--- config.mk ---
export PLATFORM = sky130hd
export DESIGN_NAME = foo_add_sched
export DESIGN_NICKNAME = d
export VERILOG_FILES = /design/src/rtl/foo_add_pkg.sv /design/src/rtl/foo_rr_arbiter.sv /design/src/rtl/foo_add_sched.sv
export SDC_FILE = /design/constraint.sdc
export NUM_CORES = 1
export LEC_CHECK = 0
export CORE_MARGIN = 8
export CORE_UTILIZATION = 45
export DETAILED_ROUTE_END_ITERATION = 8
export PLACE_DENSITY = 0.81
export SLEW_MARGIN = 30
export SYNTH_ARGS = -nofsm -noshare
export SYNTH_HDL_FRONTEND = slang
export SYNTH_SLANG_ARGS = --single-unit
--- constraint.sdc ---
create_clock -name clk -period 5.3 [get_ports clk]
set_input_delay 1.59 -clock clk [delete_from_list [all_inputs] [get_ports clk]]
set_output_delay 1.59 -clock clk [all_outputs]
set_load 0.02 [all_outputs]
--- src/rtl/foo_add_pkg.sv ---
// foo_add_pkg: shared constants, types and helpers for the foo_add_sched slice.
//   DEF_NUM_REQ / DEF_WIDTH : default requester count and operand width.
//   MAX_WIDTH / MAX_ID_W    : storage width of the stage structs; WIDTH must not
//                             exceed MAX_WIDTH and NUM_REQ must not exceed 16.
//   id_width()              : requester-ID width for a given requester count.
//   s0_t / s1_t             : operand stage and sum stage payloads.
package foo_add_pkg;

    localparam int DEF_NUM_REQ = 4;
    localparam int DEF_WIDTH   = 32;
    localparam int MAX_WIDTH   = 64;
    localparam int MAX_ID_W    = 4;

    function automatic int id_width(input int n);
        return (n <= 2) ? 1 : $clog2(n);
    endfunction

    // Operands are held zero-extended to MAX_WIDTH; only the low WIDTH bits
    // of the sum are meaningful.
    typedef struct packed {
        logic [MAX_WIDTH-1:0] a;
        logic [MAX_WIDTH-1:0] b;
        logic [MAX_ID_W-1:0]  id;
    } s0_t;

    typedef struct packed {
        logic [MAX_WIDTH-1:0] sum;
        logic [MAX_ID_W-1:0]  id;
    } s1_t;

endpackage

--- src/rtl/foo_rr_arbiter.sv ---
// foo_rr_arbiter: round-robin priority pick among NUM_REQ requests.
//   req   in  NUM_REQ  request vector
//   ptr   in  ID_W     index with highest priority this cycle
//   en    in  1        when low, no grant is produced
//   grant out NUM_REQ  one-hot grant (all-zero when nothing is granted)
//   idx   out ID_W     encoded index of the granted requester
module foo_rr_arbiter
    import foo_add_pkg::*;
#(
    parameter  int NUM_REQ = DEF_NUM_REQ,
    localparam int ID_W    = id_width(NUM_REQ)
) (
    input  logic [NUM_REQ-1:0] req,
    input  logic [ID_W-1:0]    ptr,
    input  logic               en,
    output logic [NUM_REQ-1:0] grant,
    output logic [ID_W-1:0]    idx
);

    int unsigned     pos;
    logic [ID_W-1:0] cand;
    logic            found;

    // Walk the requesters starting at ptr, wrapping modulo NUM_REQ; the first
    // asserted request wins.
    always_comb begin
        grant = '0;
        idx   = '0;
        found = 1'b0;
        pos   = 0;
        cand  = '0;
        if (en) begin
            for (int unsigned k = 0; k < NUM_REQ; k++) begin
                pos  = (32'(ptr) + k) % NUM_REQ;
                cand = ID_W'(pos);
                if (!found && req[cand]) begin
                    found       = 1'b1;
                    grant[cand] = 1'b1;
                    idx         = cand;
                end
            end
        end
    end

endmodule

--- src/rtl/foo_add_sched.sv ---
// foo_add_sched: shares a two-stage add pipeline between NUM_REQ requesters.
//   clk, rst    in   clock and synchronous active-high reset
//   req_valid   in   NUM_REQ        per-requester request valid
//   req_ready   out  NUM_REQ        per-requester grant, at most one bit high
//   req_a/req_b in   NUM_REQ*WIDTH  packed operands, requester i at [i*WIDTH +: WIDTH]
//   resp_valid  out  1              result valid
//   resp_ready  in   1              downstream accepts result
//   resp_id     out  ID_W           requester that issued the result
//   resp_sum    out  WIDTH          a+b modulo 2^WIDTH
//   inflight    out  3              occupied pipeline slots, 0..2
module foo_add_sched
    import foo_add_pkg::*;
#(
    parameter  int NUM_REQ = DEF_NUM_REQ,
    parameter  int WIDTH   = DEF_WIDTH,
    localparam int ID_W    = id_width(NUM_REQ)
) (
    input  logic                     clk,
    input  logic                     rst,
    input  logic [NUM_REQ-1:0]       req_valid,
    output logic [NUM_REQ-1:0]       req_ready,
    input  logic [NUM_REQ*WIDTH-1:0] req_a,
    input  logic [NUM_REQ*WIDTH-1:0] req_b,
    output logic                     resp_valid,
    input  logic                     resp_ready,
    output logic [ID_W-1:0]          resp_id,
    output logic [WIDTH-1:0]         resp_sum,
    output logic [2:0]               inflight
);

    s0_t             s0;
    s1_t             s1;
    logic            v0;
    logic            v1;
    logic [ID_W-1:0] ptr;

    logic            adv0;
    logic            adv1;
    logic [NUM_REQ-1:0] grant;
    logic [ID_W-1:0]    gidx;
    logic               accept;

    logic [WIDTH-1:0] a_arr [NUM_REQ];
    logic [WIDTH-1:0] b_arr [NUM_REQ];

    for (genvar i = 0; i < NUM_REQ; i++) begin : g_unpack
        assign a_arr[i] = req_a[i*WIDTH +: WIDTH];
        assign b_arr[i] = req_b[i*WIDTH +: WIDTH];
    end

    // S1 moves when empty or draining; S0 moves when empty or S1 moves.
    assign adv1 = !v1 || resp_ready;
    assign adv0 = !v0 || adv1;

    foo_rr_arbiter #(
        .NUM_REQ (NUM_REQ)
    ) u_arb (
        .req   (req_valid),
        .ptr   (ptr),
        .en    (adv0 && !rst),
        .grant (grant),
        .idx   (gidx)
    );

    assign req_ready = grant;
    assign accept    = |grant;

    always_ff @(posedge clk) begin
        if (rst) begin
            v0  <= 1'b0;
            v1  <= 1'b0;
            ptr <= '0;
            s0  <= '0;
            s1  <= '0;
        end else begin
            if (adv1) begin
                s1.sum <= s0.a + s0.b;
                s1.id  <= s0.id;
                v1     <= v0;
            end
            if (adv0) begin
                if (accept) begin
                    s0.a  <= MAX_WIDTH'(a_arr[gidx]);
                    s0.b  <= MAX_WIDTH'(b_arr[gidx]);
                    s0.id <= MAX_ID_W'(gidx);
                    v0    <= 1'b1;
                    ptr   <= (gidx == ID_W'(NUM_REQ - 1)) ? '0 : gidx + 1'b1;
                end else begin
                    v0 <= 1'b0;
                end
            end
        end
    end

    assign resp_valid = v1;
    assign resp_id    = s1.id[ID_W-1:0];
    assign resp_sum   = s1.sum[WIDTH-1:0];
    assign inflight   = 3'(v0) + 3'(v1);

    // Upper storage bits only ever hold zero-extension and carries beyond WIDTH.
    logic unused_s1;
    assign unused_s1 = ^s1;

endmodule

; Word-level counts from Yosys, hierarchy flattened
; Index checks and enable logic that the tools add are counted.
[totals]
ff_bits = 104
in_bits = 263
out_inout_bits = 42
word_cells = 89
[classes]
n_addsub = 6
order_cmp = 9
eq_ne = 1
mux = 43
n_bitwise = 4
n_reduce_logical = 18
[ops]
columns = cell, count
row1 = 32-bit binary-select mux with 2-bit select, 2
row2 = 32-bit two-way mux, 4
row3 = 32-bit adder, 1
row4 = 4-bit two-way mux, 8
row5 = 1-bit two-way mux, 15
row6 = "2-bit by 3-bit less-than comparator with 1-bit output, second input constant", 4
row7 = 2-bit two-way mux, 6
row8 = 4-bit OR, 3
row9 = 1-bit binary-select mux with 2-bit select, 4
row10 = 1-bit demux with 2-bit select, 4
row11 = "2-bit by 1-bit >= comparator with 1-bit output, second input constant", 4
row12 = 1-bit logical AND, 8
row13 = 1-bit zero test, 6
row14 = "2-bit by 1-bit adder with 2-bit output, second input constant", 2
row15 = "2-bit adder, second input constant", 2
row16 = 4-bit OR reduction, 1
row17 = "3-bit >= comparator, second input constant", 1
row18 = 2-bit NOT with 3-bit output, 1
row19 = 1-bit by 1-bit adder with 2-bit output, 1
row20 = "2-bit equality test, second input constant", 1
row21 = 1-bit logical OR, 2
row22 = 2-bit AND reduction, 1

; Logic depth before layout (Yosys ltp)
[logic_depth]
depth_word = 21
mapped_depth = 14
depth_no_buf = 11

; By module
; Synthesis repeated with hierarchy kept, for this count alone.
[hier_totals]
hier_cells = 832
hier_area_um2 = 7375.8
[modules_own_cells]
columns = module, n_inst, cells_per_inst, area_each_um2, seq_area_each_um2
row1 = foo_add_sched, 1, 771, 6865.3, 2082.0
row2 = foo_rr_arbiter, 1, 61, 510.5, 0.0

; Worst setup path after synthesis
; Ideal clock, no wire load.
[synth_path]
path_type = input to output
start = input req_valid[3]
end = output req_ready[3]
t_arrival_ps = 3251
required_time_ps = 3710
path_slack_ps = 459
cell_stages = 5
n_path_buf = 0
cell_sequence = mux4_2 > or2_4 > a2111oi_4 > a22oi_1 > a21oi_2
[synth_via]
elab_chain_cells = 16
elab_cells_between_ends = 31
classes_between = mux: 22 / bitwise: 3 / reduce/logical: 6
[synth_lines]
columns = element, line_no
row1 = from (decl), foo_add_sched.sv:20  ; input logic [NUM_REQ-1:0] req_valid,
row2 = 1-bit binary-select mux with 2-bit select, foo_rr_arbiter.sv:36  ; if (!found && req[cand]) begin
row3 = 1-bit two-way mux (not written as such), foo_rr_arbiter.sv:36
row4 = 1-bit two-way mux, foo_rr_arbiter.sv:36
row5 = 1-bit two-way mux, foo_rr_arbiter.sv:32  ; if (en) begin
row6 = 1-bit zero test, foo_rr_arbiter.sv:36
row7 = 1-bit logical AND, foo_rr_arbiter.sv:36
row8 = 1-bit two-way mux, foo_rr_arbiter.sv:36
row9 = 1-bit two-way mux, foo_rr_arbiter.sv:32
row10 = 1-bit zero test, foo_rr_arbiter.sv:36
row11 = 1-bit logical AND, foo_rr_arbiter.sv:36
row12 = 1-bit two-way mux, foo_rr_arbiter.sv:36
row13 = 1-bit two-way mux, foo_rr_arbiter.sv:32
row14 = 1-bit zero test, foo_rr_arbiter.sv:36
row15 = 1-bit logical AND, foo_rr_arbiter.sv:36
row16 = 4-bit two-way mux *, foo_rr_arbiter.sv:36
row17 = 4-bit two-way mux *, foo_rr_arbiter.sv:32
row18 = to (decl), foo_add_sched.sv:21  ; output logic [NUM_REQ-1:0] req_ready,
; Mark *: on every way between the ends. The rest lies on a longest branch, timed or not. The select of a mux whose other input is x is not followed.

; Worst setup path in the final report
[layout_path]
start = input req_valid[2]
end = output req_ready[1]
; The elaborated chain is that of the path after synthesis.

==> flow_summary.toml <==
[run_status]
status = "completed"

[floorplan]
fp.dieW_um = 148
start_util_pct = 45.5
core-area_mm2 = 0.0171
ioPinCount = 305
rows = 48
fp.dieH_um = 148
dieArea_mm2 = 0.0218

[grt]
grt_pass1_wl_um = 46500
grtUsageMet3_pct = 5.84
grt.overflow.total = 0
grt_max_degree = 93
grtUsageMet1_pct = 34.3
antenna_found_initial = 3
grt_usage_pct = 26.3
grt_pass1_vias = 8713
busiest_layer = "met2"
grt_use_met2_pct = 42.1

[setup_path]
reg2reg_depth = 13
path_class = "primary input to output pin"
endpoint_kind = "output pin"
crit_path_start_kind = "primary input"
rr_endpoint = "s0[94]"
cp.arrival_ps = 3440
rrSetupSlack_ps = 1330
r2r-start = "ptr[1]"
worstPathRequired_ps = 3710
critPathMaxFanout = 5

[logic_synthesis]
yosysTopAreaCellShare_pct = 26.7
synth_xor_area_share_pct = 1.35
synth_ff_type = "dfxtp_1"
yosys.area_share.simple_pct = 19.7
synth_edf_count = 0
ys_seq_area_share_pct = 26.7
avgSynthCellArea_um2 = 7.42
postSynth.asyncResetShare_pct = 0
synth_seq_cells = 104
synth_compound_area_share_pct = 36.3
synth.distinct_cells = 70
synth_largest_area_cell = "dfxtp_1"
synth_mux_area_share_pct = 1.53
synth-adder-area-share_pct = 6.68
syn_nets = 1355
syn-instance-count = 1051
synth_top_family_by_area = "compound AO/OA/AOI/OAI gates"
synthTopCellsByArea = "dfxtp_1, nand2_1, a31oi_1"
mappedNetlistArea_mm2 = 0.00779
yosysWarningCount = 0

[finish]
fin_cells = 1531
seq_area_mm2 = 0.00208
multi_input_area_mm2 = 0.00517
fillers = 1459
layout_common_cells = "clkdlybuf4s50_1, nand2_1, a31oi_1"
num-nets-final = 1606
syn2layout_area_growth_pct = 45.1
final_common_cell = "clkdlybuf4s50_1"
drive_above_1_share_pct = 6.13

[timing]
fmaxAchievable_mhz = 199
worst_pin_slew_ps = 944
rsz0062_at_grt = "false"
setup_slack_ps = 273
hold_slack_ps = 450
skew_ps = 6.69
slew_headroom_pct = 37.0
final_max_slew_viol_count = 0
finalCriticalPeriod_ps = 5030
final_hold_viol_count = 0
setup_viol = 0
layout_worst_path_cycle_share_pct = 94.8

[min_path]
hold_depth = 2
holdPathEnd = "resp_sum[0]"
hp-start = "resp_sum[0]"
min_path_type = "register to register"

[clocking]
worstSkewPairLatency_ps = 350
clock_sinks = 104
clockBufferDepth = 2
path_clk_slew_ps = 60
numCtsBuffers = 9
htree_num_levels = 3
cts_tree = "built"
hold_buffers = 0
root_buffer = "clkbuf_16"

[place]
portBuffers = 303
hpwl_um = 23000
place_congestion = 0.930
dp_cells = 1514
preCtsSetupSlack_ps = -469

[detailed_routing]
drt-vias-per-instance = 6.01
dr.pass1.iters = 5
num_vias = 9207
wl_per_cell_um = 19.5
drc = 0
drtAntennaViolNets = 0
totalWireLength_um = 29800
drt-initial-drc-count = 636

[run]
cap_violations = 0

[power_and_ir_drop]
p_total_mw = 6.07
p_per_area_mw_per_mm2 = 537
leakage_nw = 4.56
peakVddDrop_mv = 0.448
## worst max-delay path by stage
stage / endpoint / startpoint / slack [ps] / cells after the start
floorplan: req_ready[3] / req_valid[3] / 460 / 5
global placement: req_ready[2] / req_valid[0] / -420 / 7
detailed placement: req_ready[1] / req_valid[2] / -470 / 7
CTS: req_ready[2] / req_valid[0] / 50 / 7
global route: req_ready[1] / req_valid[2] / 220 / 8
finish: req_ready[1] / req_valid[2] / 270 / 8
## worst max-delay path, cell delays in order
cell	delay, ps
dlymetal6s2s_1	150
mux4_2	480
or2_4	280
a2111oi_4	270
buf_4	200
a22oi_1	100
a21oi_2	210
buf_6	150
## power by group
part / leakage (nW) / internal [mW] / switching, mW
Sequential: 0.854 / 1.12 / 0.244
Combinational: 3.55 / 1.64 / 2.32
Clock: 0.158 / 0.456 / 0.290
## cell families after synthesis
group	after synthesis
buffers and inverters	118
multiplexers	8
AND/OR/NAND/NOR	354
other	1
adder cells (fa/ha/maj)	41
AO/OA/AOI/OAI	413
XOR/XNOR	12
flip-flops	104
## state kept, by name (all words and copies together) (netlist names)
register / cells
s0: 66
resp_sum: 32
ptr: 2
resp_id: 2
v0: 1
resp_valid: 1
## what timing repair did
item | 4_1_cts | 5_1_grt
setup buffers | 0 | 2
resized for setup | 16 | 10
pin swaps | 1 | 3
setup endpoints to repair | 4 | 4
hold endpoints to repair | 0 | 0
## area by class of cell
cell class | count | area share [%]
Multi-Input combinational cell | 829 | 45.7
Timing Repair Buffer | 338 | 29.8
Sequential cell | 104 | 18.4
Tap cell | 225 | 2.49
Clock buffer | 10 | 2.02
Clock inverter | 4 | 0.841
Inverter | 20 | 0.664
Antenna cell | 1 | 0.0221
## metrics by stage
stage               util (%)  instance area, µm²  setup TNS [ps]
floorplan                  -                7790               0
global placement        64.0               11000           -1650
detailed placement      64.0               11000           -1860
CTS                     65.8               11300               0
global route            66.1               11300               0
finish                  66.1               11300               0
## per-layer routing
layer	up-vias	share of wire [%]
li1	4442	-
met1	4301	43
met2	411	47
met3	49	8.0
met4	4	2.6
met5	-	0.067
## synth_stat cells (all sizes together) (4+ instances only)
cell / count
buf: 38
xor2: 4
nor3b: 5
ha: 40
a22oi: 10
a221o: 64
a211o: 6
o21ai: 20
nor3: 9
nand2: 236
a31oi: 132
a2111oi: 4
dfxtp: 104
nand3: 21
o31ai: 9
a21oi: 118
nand2b: 4
mux2i: 4
nor2: 39
or3: 6
a211oi: 10
o211ai: 6
and3: 4
xnor2: 8
or2: 6
nand4: 6
a21o: 13
clkbuf: 60
o21a: 5
inv: 19
Power figures use the tool's default switching activity.
